`src/rtl/ldt_tx_pkg.sv`:
```
// Shared types and constants for the LDT transmit sequencer.
package ldt_tx_pkg;

   typedef enum logic [2:0] {
      ST_OFF,
      ST_GUARD,
      ST_TRAIN,
      ST_IDLE,
      ST_SHIFT
   } state_e;

   localparam logic START_BIT  = 1'b0;
   localparam logic STOP_BIT   = 1'b1;
   localparam logic IDLE_LEVEL = 1'b1;

   // Bits needed to count down from the largest of the three spans.
   function automatic int unsigned cnt_width(input int unsigned guard_cyc,
                                             input int unsigned train_cyc,
                                             input int unsigned frame_cyc);
      int unsigned m;
      m = guard_cyc;
      if (train_cyc > m) m = train_cyc;
      if (frame_cyc > m) m = frame_cyc;
      return (m < 2) ? 1 : $clog2(m);
   endfunction

endpackage

```
`src/rtl/ldt_tx_shifter.sv`:
```
// Frame shifter: holds the remaining bits of the current frame and its bit index.
module ldt_tx_shifter
   import ldt_tx_pkg::*;
#(
   parameter int unsigned DATA_W = 8
) (
   input  logic              clk,
   input  logic              rst,
   input  logic              load,
   input  logic              shift,
   input  logic [DATA_W-1:0] data,
   output logic              tx_bit,
   output logic              last
);

   localparam int unsigned IDX_W = cnt_width(DATA_W + 2, 1, 1);

   logic [DATA_W:0]  sreg;
   logic [IDX_W-1:0] idx;

   // sreg[0] is always the bit to drive after the current one; the start bit is supplied by the caller.
   always_ff @(posedge clk) begin
      if (rst) begin
         sreg <= '0;
         idx  <= '0;
         last <= 1'b0;
      end else if (load) begin
         sreg <= {STOP_BIT, data};
         idx  <= '0;
         last <= 1'b0;
      end else if (shift) begin
         sreg <= {STOP_BIT, sreg[DATA_W:1]};
         idx  <= idx + IDX_W'(1);
         last <= (idx == IDX_W'(DATA_W));
      end
   end

   assign tx_bit = sreg[0];

endmodule

```
`src/rtl/ldt_tx_seq.sv`:
```
// LDT transmit sequencer: pad power-up (off/guard/train) then start/data/stop framing.
module ldt_tx_seq
   import ldt_tx_pkg::*;
#(
   parameter int unsigned DATA_W    = 8,
   parameter int unsigned GUARD_CYC = 4,
   parameter int unsigned TRAIN_CYC = 8
) (
   input  logic              CLK,
   input  logic              RST,
   input  logic              EN,
   input  logic [DATA_W-1:0] TX_DATA,
   input  logic              TX_VALID,
   output logic              TX_READY,
   output logic              DOUT,
   output logic              DOUT_T,
   output logic              LINK_UP,
   output logic              BUSY
);

   localparam int unsigned CNT_W = cnt_width(GUARD_CYC, TRAIN_CYC, DATA_W + 2);

   state_e           state, state_nxt;
   logic [CNT_W-1:0] cnt, cnt_nxt;
   logic             en_lost, en_lost_nxt;
   logic             load, shift;
   logic             sh_bit, sh_last;
   logic             xfer;
   logic             dout_nxt, ready_nxt;

   assign xfer = TX_VALID & TX_READY;

   ldt_tx_shifter #(.DATA_W(DATA_W)) u_shifter (
      .clk    (CLK),
      .rst    (RST),
      .load   (load),
      .shift  (shift),
      .data   (TX_DATA),
      .tx_bit (sh_bit),
      .last   (sh_last)
   );

   always_ff @(posedge CLK) begin
      if (RST) begin
         state    <= ST_OFF;
         cnt      <= '0;
         en_lost  <= 1'b0;
         DOUT     <= IDLE_LEVEL;
         DOUT_T   <= 1'b1;
         TX_READY <= 1'b0;
         LINK_UP  <= 1'b0;
         BUSY     <= 1'b0;
      end else begin
         state    <= state_nxt;
         cnt      <= cnt_nxt;
         en_lost  <= en_lost_nxt;
         DOUT     <= dout_nxt;
         DOUT_T   <= (state_nxt == ST_OFF);
         TX_READY <= ready_nxt;
         LINK_UP  <= (state_nxt == ST_IDLE) || (state_nxt == ST_SHIFT);
         BUSY     <= (state_nxt == ST_GUARD) || (state_nxt == ST_TRAIN) ||
                     (state_nxt == ST_SHIFT);
      end
   end

   always_comb begin
      state_nxt   = state;
      cnt_nxt     = cnt;
      en_lost_nxt = en_lost;
      load        = 1'b0;
      shift       = 1'b0;
      dout_nxt    = IDLE_LEVEL;
      ready_nxt   = 1'b0;

      case (state)
         ST_OFF: begin
            if (EN) begin
               state_nxt = ST_GUARD;
               cnt_nxt   = CNT_W'(GUARD_CYC - 1);
            end
         end
         ST_GUARD: begin
            if (!EN) begin
               state_nxt = ST_OFF;
            end else if (cnt == '0) begin
               state_nxt = ST_TRAIN;
               cnt_nxt   = CNT_W'(TRAIN_CYC - 1);
            end else begin
               cnt_nxt = cnt - CNT_W'(1);
            end
         end
         ST_TRAIN: begin
            if (!EN) begin
               state_nxt = ST_OFF;
            end else if (cnt == '0) begin
               state_nxt = ST_IDLE;
            end else begin
               cnt_nxt = cnt - CNT_W'(1);
            end
         end
         ST_IDLE: begin
            if (xfer) begin
               state_nxt   = ST_SHIFT;
               load        = 1'b1;
               cnt_nxt     = CNT_W'(DATA_W + 1);
               en_lost_nxt = ~EN;
            end else if (!EN) begin
               state_nxt = ST_OFF;
            end
         end
         ST_SHIFT: begin
            // A dropped EN is remembered so the frame finishes and then powers down.
            if (!sh_last) begin
               shift       = 1'b1;
               cnt_nxt     = cnt - CNT_W'(1);
               en_lost_nxt = en_lost | ~EN;
            end else if (xfer) begin
               load        = 1'b1;
               cnt_nxt     = CNT_W'(DATA_W + 1);
               en_lost_nxt = ~EN;
            end else if (EN && !en_lost) begin
               state_nxt = ST_IDLE;
            end else begin
               state_nxt = ST_OFF;
            end
         end
         default: begin
            state_nxt = ST_OFF;
         end
      endcase

      case (state_nxt)
         ST_TRAIN: dout_nxt = (state == ST_TRAIN) ? ~DOUT : 1'b0;
         ST_SHIFT: dout_nxt = load ? START_BIT : sh_bit;
         default:  dout_nxt = IDLE_LEVEL;
      endcase

      // Ready in IDLE, and in the stop cycle (counter 1 means the next bit is the stop bit).
      ready_nxt = (state_nxt == ST_IDLE) ||
                  (shift && (cnt == CNT_W'(1)) && EN && !en_lost);
   end

endmodule
```
`config.mk`:
```
export PLATFORM = sky130hd
export DESIGN_NAME = ldt_tx_seq
export DESIGN_NICKNAME = d
export VERILOG_FILES = /design/src/rtl/ldt_tx_pkg.sv /design/src/rtl/ldt_tx_shifter.sv /design/src/rtl/ldt_tx_seq.sv
export SDC_FILE = /design/constraint.sdc
export NUM_CORES = 1
export LEC_CHECK = 0
export CORE_MARGIN = 1.5
export CORE_UTILIZATION = 55
export CTS_BUF_LIST = sky130_fd_sc_hd__clkbuf_8 sky130_fd_sc_hd__clkbuf_16
export DETAILED_ROUTE_END_ITERATION = 8
export PLACE_DENSITY = 0.78
export SLEW_MARGIN = 10
export SYNTH_ARGS = -nofsm -noshare
export SYNTH_HDL_FRONTEND = slang
export SYNTH_SLANG_ARGS = --single-unit
```
`constraint.sdc`:
```
create_clock -name CLK -period 2.4 [get_ports CLK]
set_input_delay 0.48 -clock CLK [delete_from_list [all_inputs] [get_ports CLK]]
set_output_delay 0.48 -clock CLK [all_outputs]
set_load 0.05 [all_outputs]
```
* Word-level counts from Yosys, hierarchy flattened *
Cells that the tools add are included.

storage, ports and cells
  output and inout bits = 5
  logic and storage cells = 80
  bits of input ports = 12
  flip-flop bits (word level) = 27

operators by class
  bitwise logic cells = 4
  $add $sub $neg = 2
  reduce and logical (&&, ||, !) cells = 17
  equality and inequality tests = 14
  muxes and demuxes = 32

operator list
  cell                                               count
  2-to-1 mux 4 bit                                   7
  2-to-1 mux 3 bit                                   9
  one-hot mux 4 bit (5 select lines)                 1
  2-to-1 mux 9 bit                                   2
  one-hot mux 3 bit (5 select lines)                 1
  == test 3 x 2 -> 1 bit (second input constant)     4
  2-to-1 mux 1 bit                                   8
  inequality test 2 bit (second input constant)      4
  == test 3 x 1 -> 1 bit (second input constant)     2
  == test 3 bit (second input constant)              2
  logical NOT 3 bit                                  2
  one-hot mux 1 bit (2 select lines)                 3
  AND reduction 5 bit                                1
  nonzero test 5 bit                                 1
  adder 4 x 1 -> 4 bit (second input constant)       1
  == test 4 x 1 -> 1 bit (second input constant)     1
  == test 4 bit (second input constant)              1
  logical AND 1 bit                                  4
  logical NOT 4 bit                                  1
  logical OR 1 bit                                   4
  nonzero test 2 bit                                 2
  subtractor 4 x 1 -> 4 bit (second input constant)  1
  2-to-1 mux 2 bit                                   1
  NOT 1 bit                                          2
  4 further kinds                                    4

* Depth between registers and ports, before layout *
  word-level depth = 9
  depth in mapped cells = 8
  depth with buffers taken out = 7

* Hierarchy *
From an unflattened synthesis, not the netlist that was laid out.

unflattened totals
  cells, all modules = 179
  area total of the unflattened synthesis = 1,616.6 um2

by module, submodules not included
  module          instances  sequential area each (um2)  cells an instance  area each (um2)
  ldt_tx_seq      1          260.2                       115                955.9
  ldt_tx_shifter  1          280.3                       64                 660.6

* Least setup slack after synthesis *
OpenSTA, ideal clock, no wires.

  kind = reg-to-reg
  start = register TX_READY
  end = register DOUT
  clock period less this slack = 2.224 ns
  setup time = 0.062 ns
  arrival time = 2.162 ns
  stages on the path, launching flop included = 6
  buffers on the path = 0
  path slack = 0.176 ns
  data required time = 2.338 ns
  cells stage by stage = dfxtp_1 > a21boi_4 > mux2_4 > a2111o_1 > or4b_1 > nand3_1

between the ends
  cells in the longest elaborated chain, start to end = 6
  elaborated cells on any way between the ends = 12
  those cells by class = eq/ne (2); mux (9); bitwise (1)

ends and longest elaborated chain
  item                                                                                             line                                  RTL
  start: declaration                                                                               ldt_tx_seq.sv:14                      output logic TX_READY,
  start signal: assignment                                                                         ldt_tx_seq.sv:59                      TX_READY <= ready_nxt;
  bitwise AND 1 bit *                                                                              ldt_tx_seq.sv:31                      assign xfer = TX_VALID & TX_READY;
  2-to-1 mux 3 bit / 2-to-1 mux 1 bit (equally long branches)                                      ldt_tx_seq.sv:117, ldt_tx_seq.sv:102
  2-to-1 mux 3 bit / 2-to-1 mux 1 bit (equally long branches)                                      ldt_tx_seq.sv:113                     if (!sh_last) begin
  one-hot mux 3 bit (5 select lines) / one-hot mux 1 bit (2 select lines) (equally long branches)  ldt_tx_seq.sv:75                      case (state)
  == test 3 bit, or another cell as far along                                                      ldt_tx_seq.sv:132                     case (state_nxt)
  one-hot mux 1 bit (2 select lines) *                                                             ldt_tx_seq.sv:132
  end signal: assignment                                                                           ldt_tx_seq.sv:57                      DOUT <= dout_nxt;
  end: declaration                                                                                 ldt_tx_seq.sv:15                      output logic DOUT,

Every way passes the cells marked *; elsewhere a longest branch is shown, timed or not.
A chain may end at the register's enable or synchronous reset.

* Final worst setup path *
  start = input port TX_VALID
  end = register DOUT

between the ends
  cells in the longest elaborated chain, start to end = 6
  elaborated cells on any way between the ends = 12
  those cells by class = eq/ne (2); mux (9); bitwise (1)

ends and longest elaborated chain
  item                                                                                             line                                  RTL
  start: declaration                                                                               ldt_tx_seq.sv:13                      input logic TX_VALID,
  bitwise AND 1 bit *                                                                              ldt_tx_seq.sv:31
  2-to-1 mux 3 bit / 2-to-1 mux 1 bit (equally long branches)                                      ldt_tx_seq.sv:117, ldt_tx_seq.sv:102
  2-to-1 mux 3 bit / 2-to-1 mux 1 bit (equally long branches)                                      ldt_tx_seq.sv:113
  one-hot mux 3 bit (5 select lines) / one-hot mux 1 bit (2 select lines) (equally long branches)  ldt_tx_seq.sv:75
  == test 3 bit, or another cell as far along                                                      ldt_tx_seq.sv:132
  one-hot mux 1 bit (2 select lines) *                                                             ldt_tx_seq.sv:132

Marks and branches as above.

==> tab_implementation.tex <==
\begin{tabular}{lr}
\hline
Metric & Value \\
\hline
\multicolumn{2}{l}{\textbf{CTS}} \\
\quad CTS tree & yes \\
\quad Sink Count & 27 \\
\quad Clock Root Buffer & sky130\_fd\_sc\_hd\_\_clkbuf\_8 \\
\quad Hold buffer count at CTS & 0 \\
\quad CTS clk-pin slew, worst paths & roughly 0.10 ns \\
\quad Worst-Skew Late Latency & 0.28 ns \\
\quad Inserted Clock Buffers & 3 \\
\quad Buffer levels on the longest clock path & 2 \\
\quad Htree depth & 1 \\
\quad Number of setup buffers added after CTS & 0 \\
\multicolumn{2}{l}{\textbf{STA}} \\
\quad Total setup violations reported at the end of the flow & 0 \\
\quad Setup TNS & 0 ns \\
\quad Final Hold Fails & 0 \\
\quad Post-route minimum period & between 2 and 2.5 ns \\
\quad Final critical-path setup slack & 0.148 ns \\
\quad Final clock skew & 0.0131 ns \\
\quad Highest clock rate & 444 MHz \\
\quad RSZ-0062 raised after global routing & false \\
\quad Rel. slew slack & 0.635 \\
\quad Share of the clock period used by the worst path & 0.938 \\
\quad Fin. max-slew vios & 0 \\
\quad Least-Margin Pin Slew & 0.540 ns \\
\multicolumn{2}{l}{\textbf{Yosys}} \\
\quad Warning count from the yosys run & 0 \\
\quad Post-synthesis average cell area & 8.32 sq um \\
\quad Top\_reg\_cell synth & sky130\_fd\_sc\_hd\_\_dfxtp\_1 \\
\quad Number of instances in the synthesized netlist & 190 \\
\quad Count of distinct cell types in the synthesized netlist & 48 \\
\quad Post-Synthesis Cell Area & 0.00158 sq mm \\
\quad Number of register bits inferred by synthesis & 27 \\
\quad Share of flip-flops with an asynchronous set or reset after synthesis & 0 \\
\quad Synth Net Count & 206 \\
\quad Sequential share of the synthesized area & 0.342 \\
\quad Number of synthesized flops with an enable pin & 0 \\
\multicolumn{2}{l}{\textbf{Setup path}} \\
\quad Delay of the slowest cell on the worst path & 0.51 ns \\
\quad Family with the most delay on the worst path & compound AO/OA/AOI/OAI gates \\
\quad Largest fanout of any net on the critical path & 2 \\
\quad CP endpoint kind & flop \\
\quad Cell breakdown of the critical path & clkdlybuf4s50\_1 -> a21boi\_4 -> mux2\_4 -> a2111o\_1 -> or4b\_1 -> nand3\_1 \\
\quad Endpoint required time on the critical path & 2.64 ns \\
\quad Critical R2R Capture & DOUT\$\_SDFF\_PP1\_ \\
\quad Startpoint of the most critical register-to-register path & cnt[1]\$\_SDFFE\_PP0P\_ \\
\quad CP startpoint kind & input port \\
\quad Logic depth of the worst register-to-register path & 7 \\
\quad Worst R2R Setup Slack & 0.16 ns \\
\quad Worst Path Arrival & 2.49 ns \\
\quad Worst-path cell with the longest stage delay & sky130\_fd\_sc\_hd\_\_or4b\_1 \\
\quad Number of buffers and inverters on the critical path & 1 \\
\quad Path type of the worst setup path & input port to flop \\
\multicolumn{2}{l}{\textbf{Floorplanning}} \\
\quad I/O pin count & 17 \\
\quad Die boundary width & 56.6 microns \\
\quad Placeable core area & 0.00273 sq mm \\
\quad Initial core utilization & 0.578 \\
\quad Height of the die & between 50 and 60 microns \\
\quad Floorplan row count & 19 \\
\quad Floorplan die area & 0.00320 sq mm \\
\multicolumn{2}{l}{\textbf{Final layout}} \\
\quad Layout cells sized above 1 & 0.153 \\
\quad Final instance count without filler cells & 247 \\
\quad Area overhead of the layout relative to synthesis & 22.2\% \\
\quad Number of antenna repair diodes & 0 \\
\quad Total number of nets in the final design & between 200 and 250 \\
\quad Post-route design area & 0.00193 sq mm \\
\multicolumn{2}{l}{\textbf{Hold path}} \\
\quad Worst hold-check path type & flop to flop \\
\quad Depth of the worst hold-timing path & 2 \\
\quad Endpoint of the worst hold-timing path & en\_lost\$\_SDFFE\_PP0P\_ \\
\quad Source of the worst hold timing path & en\_lost\$\_SDFFE\_PP0P\_ \\
\multicolumn{2}{l}{\textbf{Place}} \\
\quad Placed instance count & approximately 240 \\
\quad Pre-CTS setup slack & -0.144 ns \\
\quad Detailed placer's ending HPWL & 2840 microns \\
\quad Weighted congestion at the end of routability-driven global placement & $\sim$0.93 \\
\quad Count of input and output buffers & 16 \\
\quad Area after DPL & 0.00186 sq mm \\
\multicolumn{2}{l}{\textbf{Power}} \\
\quad Overall power after layout & 1.02 mW \\
\quad Worst supply voltage drop on vdd & 0.000528 V \\
\quad Leak pwr & 0.753 nW \\
\quad Ratio of total power to cell area & around 530 mW/mm\^{}2 \\
\multicolumn{2}{l}{\textbf{GRT}} \\
\quad Total global routing overflow & 0 \\
\quad Pin count of the biggest net entering global routing & 24 \\
\quad Wire length of the first global-routing pass & around 6600 microns \\
\quad Initial antenna violation count & 0 \\
\quad Total GRT Usage & 0.263 \\
\quad Number of global-route vias before repair & approximately 1.5k \\
\multicolumn{2}{l}{\textbf{Route}} \\
\quad Via density & $\sim$6.1 \\
\quad Routed Wire Length & 3970 microns \\
\quad Remaining routing DRC violations & 0 \\
\quad Starting DRT DRC Count & 89 \\
\quad Number of nets with antenna violations after routing & 0 \\
\quad Routed length per instance & 16.1 microns \\
\quad Number of search-and-repair iterations in the first detailed-routing pass & 4 \\
\quad Via count of the routed design & between 1.5k and 2k \\
\multicolumn{2}{l}{\textbf{Run}} \\
\quad MaxCap Viol Count & 0 \\
\multicolumn{2}{l}{\textbf{Outcome}} \\
\quad Run status & finished, final reports clean \\
\hline
\end{tabular}
## worst max-delay path by stage
stage                        start            endpoint  slack [ns]  cells after the start
2_1_floorplan  TX_READY$_SDFF_PP0_     DOUT$_SDFF_PP1_        0.18                      5
3_3_place_gp              TX_VALID     DOUT$_SDFF_PP1_       -0.11                      6
3_5_place_dp              TX_VALID     DOUT$_SDFF_PP1_       -0.14                      6
4_1_cts        cnt[0]$_SDFFE_PP0P_     BUSY$_SDFF_PP0_        0.10                      8
5_1_grt        cnt[0]$_SDFFE_PP0P_  LINK_UP$_SDFF_PP0_        0.02                      7
6_report                  TX_VALID     DOUT$_SDFF_PP1_        0.15                      6
## metal layers
metal | GRT usage | routed length, microns | share of wire | up-vias
met1 | 0.338 | 1730 | 0.44 | 716
li1 | - | - | - | 740
met4 | 0.112 | 112 | 0.028 | 0
met2 | 0.430 | 1910 | 0.48 | 51
met5 | 0 | 0 | 0 | -
met3 | 0.0461 | 214 | 0.054 | 11
## worst reg2reg max path: stages, from the launching register on
cell	delay, ns
sky130_fd_sc_hd__dfxtp_1	0.35
sky130_fd_sc_hd__inv_1	0.09
sky130_fd_sc_hd__ha_1	0.18
sky130_fd_sc_hd__or3b_1	0.45
sky130_fd_sc_hd__nor4_1	0.37
sky130_fd_sc_hd__a311oi_2	0.15
sky130_fd_sc_hd__or4b_1	0.52
sky130_fd_sc_hd__nand3_1	0.09
## area by class of cell
cell class	count	area [sq um]
inverters	8	30.0
clock buffers	3	41.3
multi-input cells	141	951
well taps	31	38.8
clock inverters	1	7.51
flip-flops and latches	27	541
repair buffers	36	323
fillers	215	802
## kinds of logic (layout without fill, tap and decap cells)
kind of cell / after synthesis / after routing / share of synthesized area
and+or+nand+nor: 68 / 68 / 0.223
AOI/OAI and AO/OA: 53 / 53 / 0.234
DFF: 27 / 27 / 0.342
buffers and inverters: 22 / 48 / 0.0681
muxes: 11 / 11 / 0.0728
xor gates and xnor gates: 5 / 5 / 0.0277
adders and majority gates: 4 / 4 / 0.0317
## metrics by stage
stage	utilization	hold slack, ns
global placement	0.682	0.452
detailed placement	0.682	0.476
global route	0.707	0.523
CTS	0.700	0.501
finish	0.707	0.500
floorplan	-	0.440
## registers in the layout, indices dropped and copies added, names as in the netlist
name            count
u_shifter.sreg      9
cnt                 4
u_shifter.idx       4
state               3
BUSY                1
DOUT                1
DOUT_T              1
LINK_UP             1
TX_READY            1
en_lost             1
u_shifter.last      1
## cells in the final DEF (no fill, tap or decap), types with 4 or more instances in the layout
cell type / Yosys / final
sky130_fd_sc_hd__a211oi_1: 8 / 8
sky130_fd_sc_hd__a21oi_1: 15 / 15
sky130_fd_sc_hd__buf_4: 1 / 19
sky130_fd_sc_hd__clkdlybuf4s50_1: 0 / 16
sky130_fd_sc_hd__dfxtp_1: 27 / 27
sky130_fd_sc_hd__ha_1: 4 / 4
sky130_fd_sc_hd__inv_1: 8 / 8
sky130_fd_sc_hd__mux2i_1: 10 / 10
sky130_fd_sc_hd__nand2_1: 12 / 12
sky130_fd_sc_hd__nor2_1: 23 / 23
sky130_fd_sc_hd__nor2b_1: 4 / 4
sky130_fd_sc_hd__nor3_1: 5 / 4
sky130_fd_sc_hd__o21ai_0: 10 / 10
## power by group
part / leakage [nW] / internal, mW / switching [mW]
registers: 0.219 / 0.466 / 0.0194
clock network: 0.0217 / 0.118 / 0.152
logic: 0.512 / 0.119 / 0.143
total: 0.753 / 0.702 / 0.314
## synthesized netlist by cell type, types with 4 or more instances
master                     instances  area [sq um]
sky130_fd_sc_hd__ha_1              4          50.1
sky130_fd_sc_hd__inv_1             8          30.0
sky130_fd_sc_hd__a21oi_1          15          75.1
sky130_fd_sc_hd__clkbuf_1          6          22.5
sky130_fd_sc_hd__a211oi_1          8          60.1
sky130_fd_sc_hd__nor2b_1           4          25.0
sky130_fd_sc_hd__dfxtp_1          27           541
sky130_fd_sc_hd__nor3b_1           4          30.0
sky130_fd_sc_hd__nand2_1          12          45.0
sky130_fd_sc_hd__nor3_1            5          25.0
sky130_fd_sc_hd__mux2i_1          10           100
sky130_fd_sc_hd__nor2_1           23          86.3
sky130_fd_sc_hd__o21ai_0          10          50.1
sky130_fd_sc_hd__buf_2             5          25.0
## timing repair
action,CTS,global route
endpoints found under the setup margin,0,4
resized for setup,0,5
endpoints found under the hold margin,0,0
Note: power is estimated with default switching activity, not from simulation.
